### config.mk
export PLATFORM = sky130hd
export DESIGN_NAME = mcp3201_dual_reader
export DESIGN_NICKNAME = d
export VERILOG_FILES = /design/src/rtl/mcp3201_dual_reader.sv
export SDC_FILE = /design/constraint.sdc
export NUM_CORES = 1
export LEC_CHECK = 0
export ABC_AREA = 1
export CORE_UTILIZATION = 40
export DETAILED_ROUTE_END_ITERATION = 16
export SYNTH_ARGS = -nofsm -noshare
export SYNTH_HDL_FRONTEND = slang
export SYNTH_SLANG_ARGS = --single-unit
### constraint.sdc
create_clock -name clock -period 4.79 [get_ports clock]
set_input_delay 0.7185 -clock clock [delete_from_list [all_inputs] [get_ports clock]]
set_output_delay 0.7185 -clock clock [all_outputs]
set_load 0.02 [all_outputs]
### src/rtl/mcp3201_dual_reader.sv
// Reads two MCP3201 12-bit ADCs that share CS and SCK and have separate MISO lanes.
// Latency: valid rises 1+31*CLK_DIV cycles after start is accepted (1+53*CLK_DIV with MCP3201_LSB_CHECK_EN).
// Backpressure: none; start is honoured only in IDLE, and requests made while busy are dropped.
// Optional: MCP3201_LSB_CHECK_EN also reads the LSB-first echo and adds error_a/error_b.
module mcp3201_dual_reader #(
    parameter int CLK_DIV = 4,
    parameter int CS_IDLE = 8
) (
    input  logic        clock,
    input  logic        reset,
    input  logic        start,
    output logic        busy,
    output logic        adc_cs_n,
    output logic        adc_sck,
    input  logic        adc_miso_a,
    input  logic        adc_miso_b,
    output logic [11:0] data_a,
    output logic [11:0] data_b,
`ifdef MCP3201_LSB_CHECK_EN
    output logic        error_a,
    output logic        error_b,
`endif
    output logic        valid
);

`ifdef MCP3201_LSB_CHECK_EN
    localparam logic [4:0] NCLK = 5'd26;
`else
    localparam logic [4:0] NCLK = 5'd15;
`endif
    localparam logic [7:0] DIV_LAST        = 8'(CLK_DIV - 1);
    localparam logic [7:0] HOLD_LAST       = 8'(CS_IDLE - 1);
    localparam logic [4:0] FIRST_DATA_EDGE = 5'd4;
    localparam logic [4:0] LAST_DATA_EDGE  = 5'd15;

    typedef enum logic [1:0] {IDLE, SETUP, SHIFT, HOLD} state_t;

    state_t      state;
    logic [7:0]  cnt;        // SETUP / SCK half-period / HOLD cycle counter
    logic [4:0]  edge_cnt;   // SCK rising edges issued in this conversion
    logic [4:0]  next_edge;
    logic [11:0] shift_a;
    logic [11:0] shift_b;
`ifdef MCP3201_LSB_CHECK_EN
    logic [10:0] echo_a;     // echo_x[i] holds B(i+1) once the echo is complete
    logic [10:0] echo_b;
`endif

    // Number of the SCK rising edge that would be issued next.
    assign next_edge = edge_cnt + 5'd1;

    // Conversion sequencer: drives CS/SCK, shifts in both lanes, publishes results in HOLD.
    always_ff @(posedge clock) begin
        if (reset) begin
            state    <= IDLE;
            cnt      <= '0;
            edge_cnt <= '0;
            shift_a  <= '0;
            shift_b  <= '0;
            busy     <= 1'b0;
            adc_cs_n <= 1'b1;
            adc_sck  <= 1'b0;
            data_a   <= '0;
            data_b   <= '0;
            valid    <= 1'b0;
`ifdef MCP3201_LSB_CHECK_EN
            echo_a   <= '0;
            echo_b   <= '0;
            error_a  <= 1'b0;
            error_b  <= 1'b0;
`endif
        end else begin
            valid <= 1'b0;
            case (state)
                IDLE: begin
                    if (start) begin
                        state    <= SETUP;
                        busy     <= 1'b1;
                        adc_cs_n <= 1'b0;
                        cnt      <= '0;
                        edge_cnt <= '0;
                        shift_a  <= '0;
                        shift_b  <= '0;
`ifdef MCP3201_LSB_CHECK_EN
                        echo_a   <= '0;
                        echo_b   <= '0;
`endif
                    end
                end
                SETUP: begin
                    // CS-to-SCK setup; the first rising edge is a discarded sample-window clock.
                    if (cnt == DIV_LAST) begin
                        state    <= SHIFT;
                        cnt      <= '0;
                        adc_sck  <= 1'b1;
                        edge_cnt <= 5'd1;
                    end else begin
                        cnt <= cnt + 8'd1;
                    end
                end
                SHIFT: begin
                    if (cnt != DIV_LAST) begin
                        cnt <= cnt + 8'd1;
                    end else begin
                        cnt <= '0;
                        if (adc_sck) begin
                            adc_sck <= 1'b0;
                        end else if (edge_cnt == NCLK) begin
                            // Low half of the last period done: close the frame and publish.
                            state    <= HOLD;
                            adc_cs_n <= 1'b1;
                            data_a   <= shift_a;
                            data_b   <= shift_b;
                            valid    <= 1'b1;
`ifdef MCP3201_LSB_CHECK_EN
                            error_a  <= (echo_a != shift_a[11:1]);
                            error_b  <= (echo_b != shift_b[11:1]);
`endif
                        end else begin
                            // MISO is sampled on the same edge that drives SCK 0->1.
                            adc_sck  <= 1'b1;
                            edge_cnt <= next_edge;
                            if (next_edge >= FIRST_DATA_EDGE && next_edge <= LAST_DATA_EDGE) begin
                                shift_a <= {shift_a[10:0], adc_miso_a};
                                shift_b <= {shift_b[10:0], adc_miso_b};
                            end
`ifdef MCP3201_LSB_CHECK_EN
                            else if (next_edge > LAST_DATA_EDGE) begin
                                echo_a <= {adc_miso_a, echo_a[10:1]};
                                echo_b <= {adc_miso_b, echo_b[10:1]};
                            end
`endif
                        end
                    end
                end
                HOLD: begin
                    // Keep CS high for the ADC's minimum deselect time.
                    if (cnt == HOLD_LAST) begin
                        state <= IDLE;
                        busy  <= 1'b0;
                        cnt   <= '0;
                    end else begin
                        cnt <= cnt + 8'd1;
                    end
                end
                default: begin
                    state <= IDLE;
                end
            endcase
        end
    end

endmodule
==> impl_results.md <==
- Class of the tightest hold or removal check: flip-flop to flip-flop
- Die Outline Area: around 8100 sq um
- End point of the worst hold path: data_a[11]
- Total negative slack: 0 ns
- Routability cong.: 0.784
- Final WL: 6.05 mm
- Antenna diode instance count: 0
- Syn_nets: 444
- Transition time at the pin with the least slew margin: between 1 and 1.5 ns
- Number of slew-limit violations in the final report: 0
- Gr usage total: 16.0%
- Critical R2R Launch: state[0]
- First-pass GRT wire length: 10.6 mm
- Library cell appearing most often on the critical path: sky130_fd_sc_hd__nand2_1
- Number of hold violations in the final report: 0
- Warnings from Yosys: 0
- LEAKAGE: 1.42 nW
- Destination of the worst register-to-register timing path: shift_a[7]
- Largest cells by area after synthesis: sky130_fd_sc_hd__dfxtp_1, sky130_fd_sc_hd__nand2_1, sky130_fd_sc_hd__a21oi_1, sky130_fd_sc_hd__nor2_1, sky130_fd_sc_hd__nand3_1
- Area growth, synth to finish: 16.1%
- PD cells: 501 nW/um^2
- Reg2Reg Setup Slack: 2.19 ns
- Final nets: 467
- Count of different cell masters after synthesis: 29
- Count of clock tree sinks: 67
- Hold path startpoint: data_a[11]
- Fin Clk Skew: 0.0102 ns
- Cell at the root of the clock tree: sky130_fd_sc_hd__clkbuf_8
- Ys flop type: sky130_fd_sc_hd__dfxtp_1
- Total of flip-flops plus latches after synthesis: 67
- Vias in the first global route: between 2k and 2.5k
- Clock share of power: 21.7%
- Period utilization: 54.3%
- Largest net degree at the start of global routing: 49
- Final core occ: between 40 and 50%
- Arrival time at the worst endpoint: 2.84 ns
- Drt first-iter violations: 103
- Sequential share of the synthesized area: 43.1%
- Post_cts resized: 0
- Clk buf depth: 2
- Stage delay of the slowest cell on the critical path: around 0.85 ns
- Post-CTS setup-driven buffer insertion count: 0
- Switching part of the total: 39.5%
- Required time worst endpoint: between 5 and 6 ns
- Placed wire-length estimate: about 3.9 mm
- DRC violation count after routing: 0
- Critical path class: flip-flop to flip-flop
- CP Max Fanout: 48
- R2R cell count: 10
- Post-DRT Antenna Nets: 0
- Number of buffer and inverter stages on the critical path: 3
- Register clock-pin slew on the reported worst setup and hold paths: 0.07 ns
- Internal power: 1.09 mW
- Cell-by-cell listing of the critical path: inv_1 > ha_1 > buf_4 > inv_2 > a21oi_1 > nand2_1 > nor2_4 > nand3_1 > nand2_1 > nor2_1
- Count of flip-flops with a built-in enable after synthesis: 0
- Maximum operating frequency: 0.385 GHz
- Fin cells: 554
- Gate count of the mapped netlist: 429
- Part of the power in registers: 39.6%
- WP depth: 10
- Fin worst setup slack: 2.19 ns
- Rel. slew slack: 24.7%
- Part of the power in combinational logic: 38.8%
- Cell family with the largest share of critical-path delay: simple AND/OR/NAND/NOR gates
- Horiz. Die Dim: approximately 90 microns
- Placed Cells: 540
- Vertical die dimension: between 90 and 100 microns
- Mapped Area: ~3100 sq um
- Status: finished, final reports clean
- Hold-fix buffers, CTS: 0
- Post-placement worst setup slack: roughly 2 ns
- Clock period minus final worst setup slack: approximately 2.6 ns
- First-pass iteration count of the detailed router: 4
- Total power: 1.81 mW
- Total via count after detailed routing: 2,665
- Total CTS buffers: 9
- CTS tree: built
- Yosys top cell by area: sky130_fd_sc_hd__dfxtp_1
- List of most frequent post-synthesis cells: sky130_fd_sc_hd__nand2_1, sky130_fd_sc_hd__dfxtp_1, sky130_fd_sc_hd__a21oi_1, sky130_fd_sc_hd__nor2_1, sky130_fd_sc_hd__inv_1
- Initial cell density of the core: roughly 42%
- Ys async rst share: 0%
- Worst Hold Path Cells: 2
- Ratio of cells with drive above 1 in the final layout: 7.91%
- Max stage delay cell, worst path: sky130_fd_sc_hd__nor2_4
- Highest ir drop seen on vdd: 187 uV
- Average wire length per cell after detail routing: approximately 11 microns
- Htree depth: 3
- Floorplan row count: 31
- Startpoint Class: flip-flop
- Total I/O pin count: 33
- Vias/cell: 4.81
- Max-capacitance violation count: 0
- Synthesized area per cell: roughly 7.2 sq um
- Fillers: 748
- Net switching power: 0.715 mW
- Initial antenna violation count: 0
- Share of the synthesized area in the top cell type: 43.1%
- RSZ-0062 raised after global routing: no
- Area of the core region: 7370 sq um
- Final global-route overflow total: 0
- Final number of setup-violating endpoints: 0
- Endpoint class of the critical path: flip-flop
- Number of buffer cells added on primary ports: 32
- Cell with the most instances after synthesis: sky130_fd_sc_hd__nand2_1
- Clock insertion delay at the later pin of the skew report: 0.34 ns
==> power groups by stage <==
stage	Sequential [mW]	Clock (mW)	Combinational [mW]
floorplan	0.722	0	0.629
CTS	0.716	0.407	0.708
detailed placement	0.727	0	0.705
finish	0.716	0.392	0.701
global placement	0.728	0	0.692
global route	0.729	0.435	0.818
==> layout by cell type (no fill, tap or decap), types with 15 or more instances in the layout <==
cell type / n
sky130_fd_sc_hd__nand2_1: 73
sky130_fd_sc_hd__dfxtp_1: 67
sky130_fd_sc_hd__nor2_1: 51
sky130_fd_sc_hd__a21oi_1: 51
sky130_fd_sc_hd__inv_1: 49
sky130_fd_sc_hd__nand3_1: 37
sky130_fd_sc_hd__clkdlybuf4s50_1: 32
sky130_fd_sc_hd__o21ai_0: 18
sky130_fd_sc_hd__o21ai_1: 15
==> stage by stage <==
stage	cell area [sq um]	hold WS, ns
after floorplan	3110	0.436
after global placement	3450	0.433
after detailed placement	3450	0.436
after CTS	3610	0.448
after global routing	3610	0.462
final	3610	0.442
==> metal layers <==
| layer | global-route usage, % | part of all wire, % | vias to the layer above |
|---|---|---|---|
| met3 | 3.89 | 3.7 | 4 |
| li1 | - | - | 1423 |
| met2 | 25.8 | 45 | 40 |
| met5 | 0 | 0 | - |
| met4 | 7.93 | 0.78 | 0 |
| met1 | 19.9 | 50 | 1198 |
==> sequential cells by signal (all words and copies together) (netlist names) <==
register  count
data_a       12
data_b       12
shift_a      12
shift_b      12
cnt           8
edge_cnt      5
state         2
adc_cs_n      1
adc_sck       1
busy          1
valid         1
==> worst max path at each step <==
stage / to / from
after global routing: shift_a[0] / state[0]
after detailed placement: shift_a[7] / start
after CTS: shift_a[7] / state[0]
after global placement: shift_a[7] / start
final: shift_a[7] / state[0]
after floorplan: shift_a[0] / edge_cnt[1]
==> worst min-delay path, delay by kind of cell (launching register included) <==
family | cells | cell delay (ns)
DFF | 1 | 0.31
AOI/OAI and AO/OA | 1 | 0.05
buffers and inverters | 1 | 0.04
==> kinds of logic after synthesis <==
logic type,synth area share [%]
AOI/OAI and AO/OA,17.4
buffers and inverters,10.7
and+or+nand+nor,23.1
DFF,43.1
adders and majority gates,4.02
xor gates and xnor gates,1.41
muxes,0.322
==> final cells by class <==
cell class,count,area [sq um],share of cell area [%]
inverters,52,195,5.41
repair buffers,36,350,9.71
flip-flops and latches,67,1340,37.2
well taps,99,124,3.43
multi-input cells,286,1440,39.9
clock inverters,5,32.5,0.902
clock buffers,9,124,3.43
(Power assumes the default switching activity.)
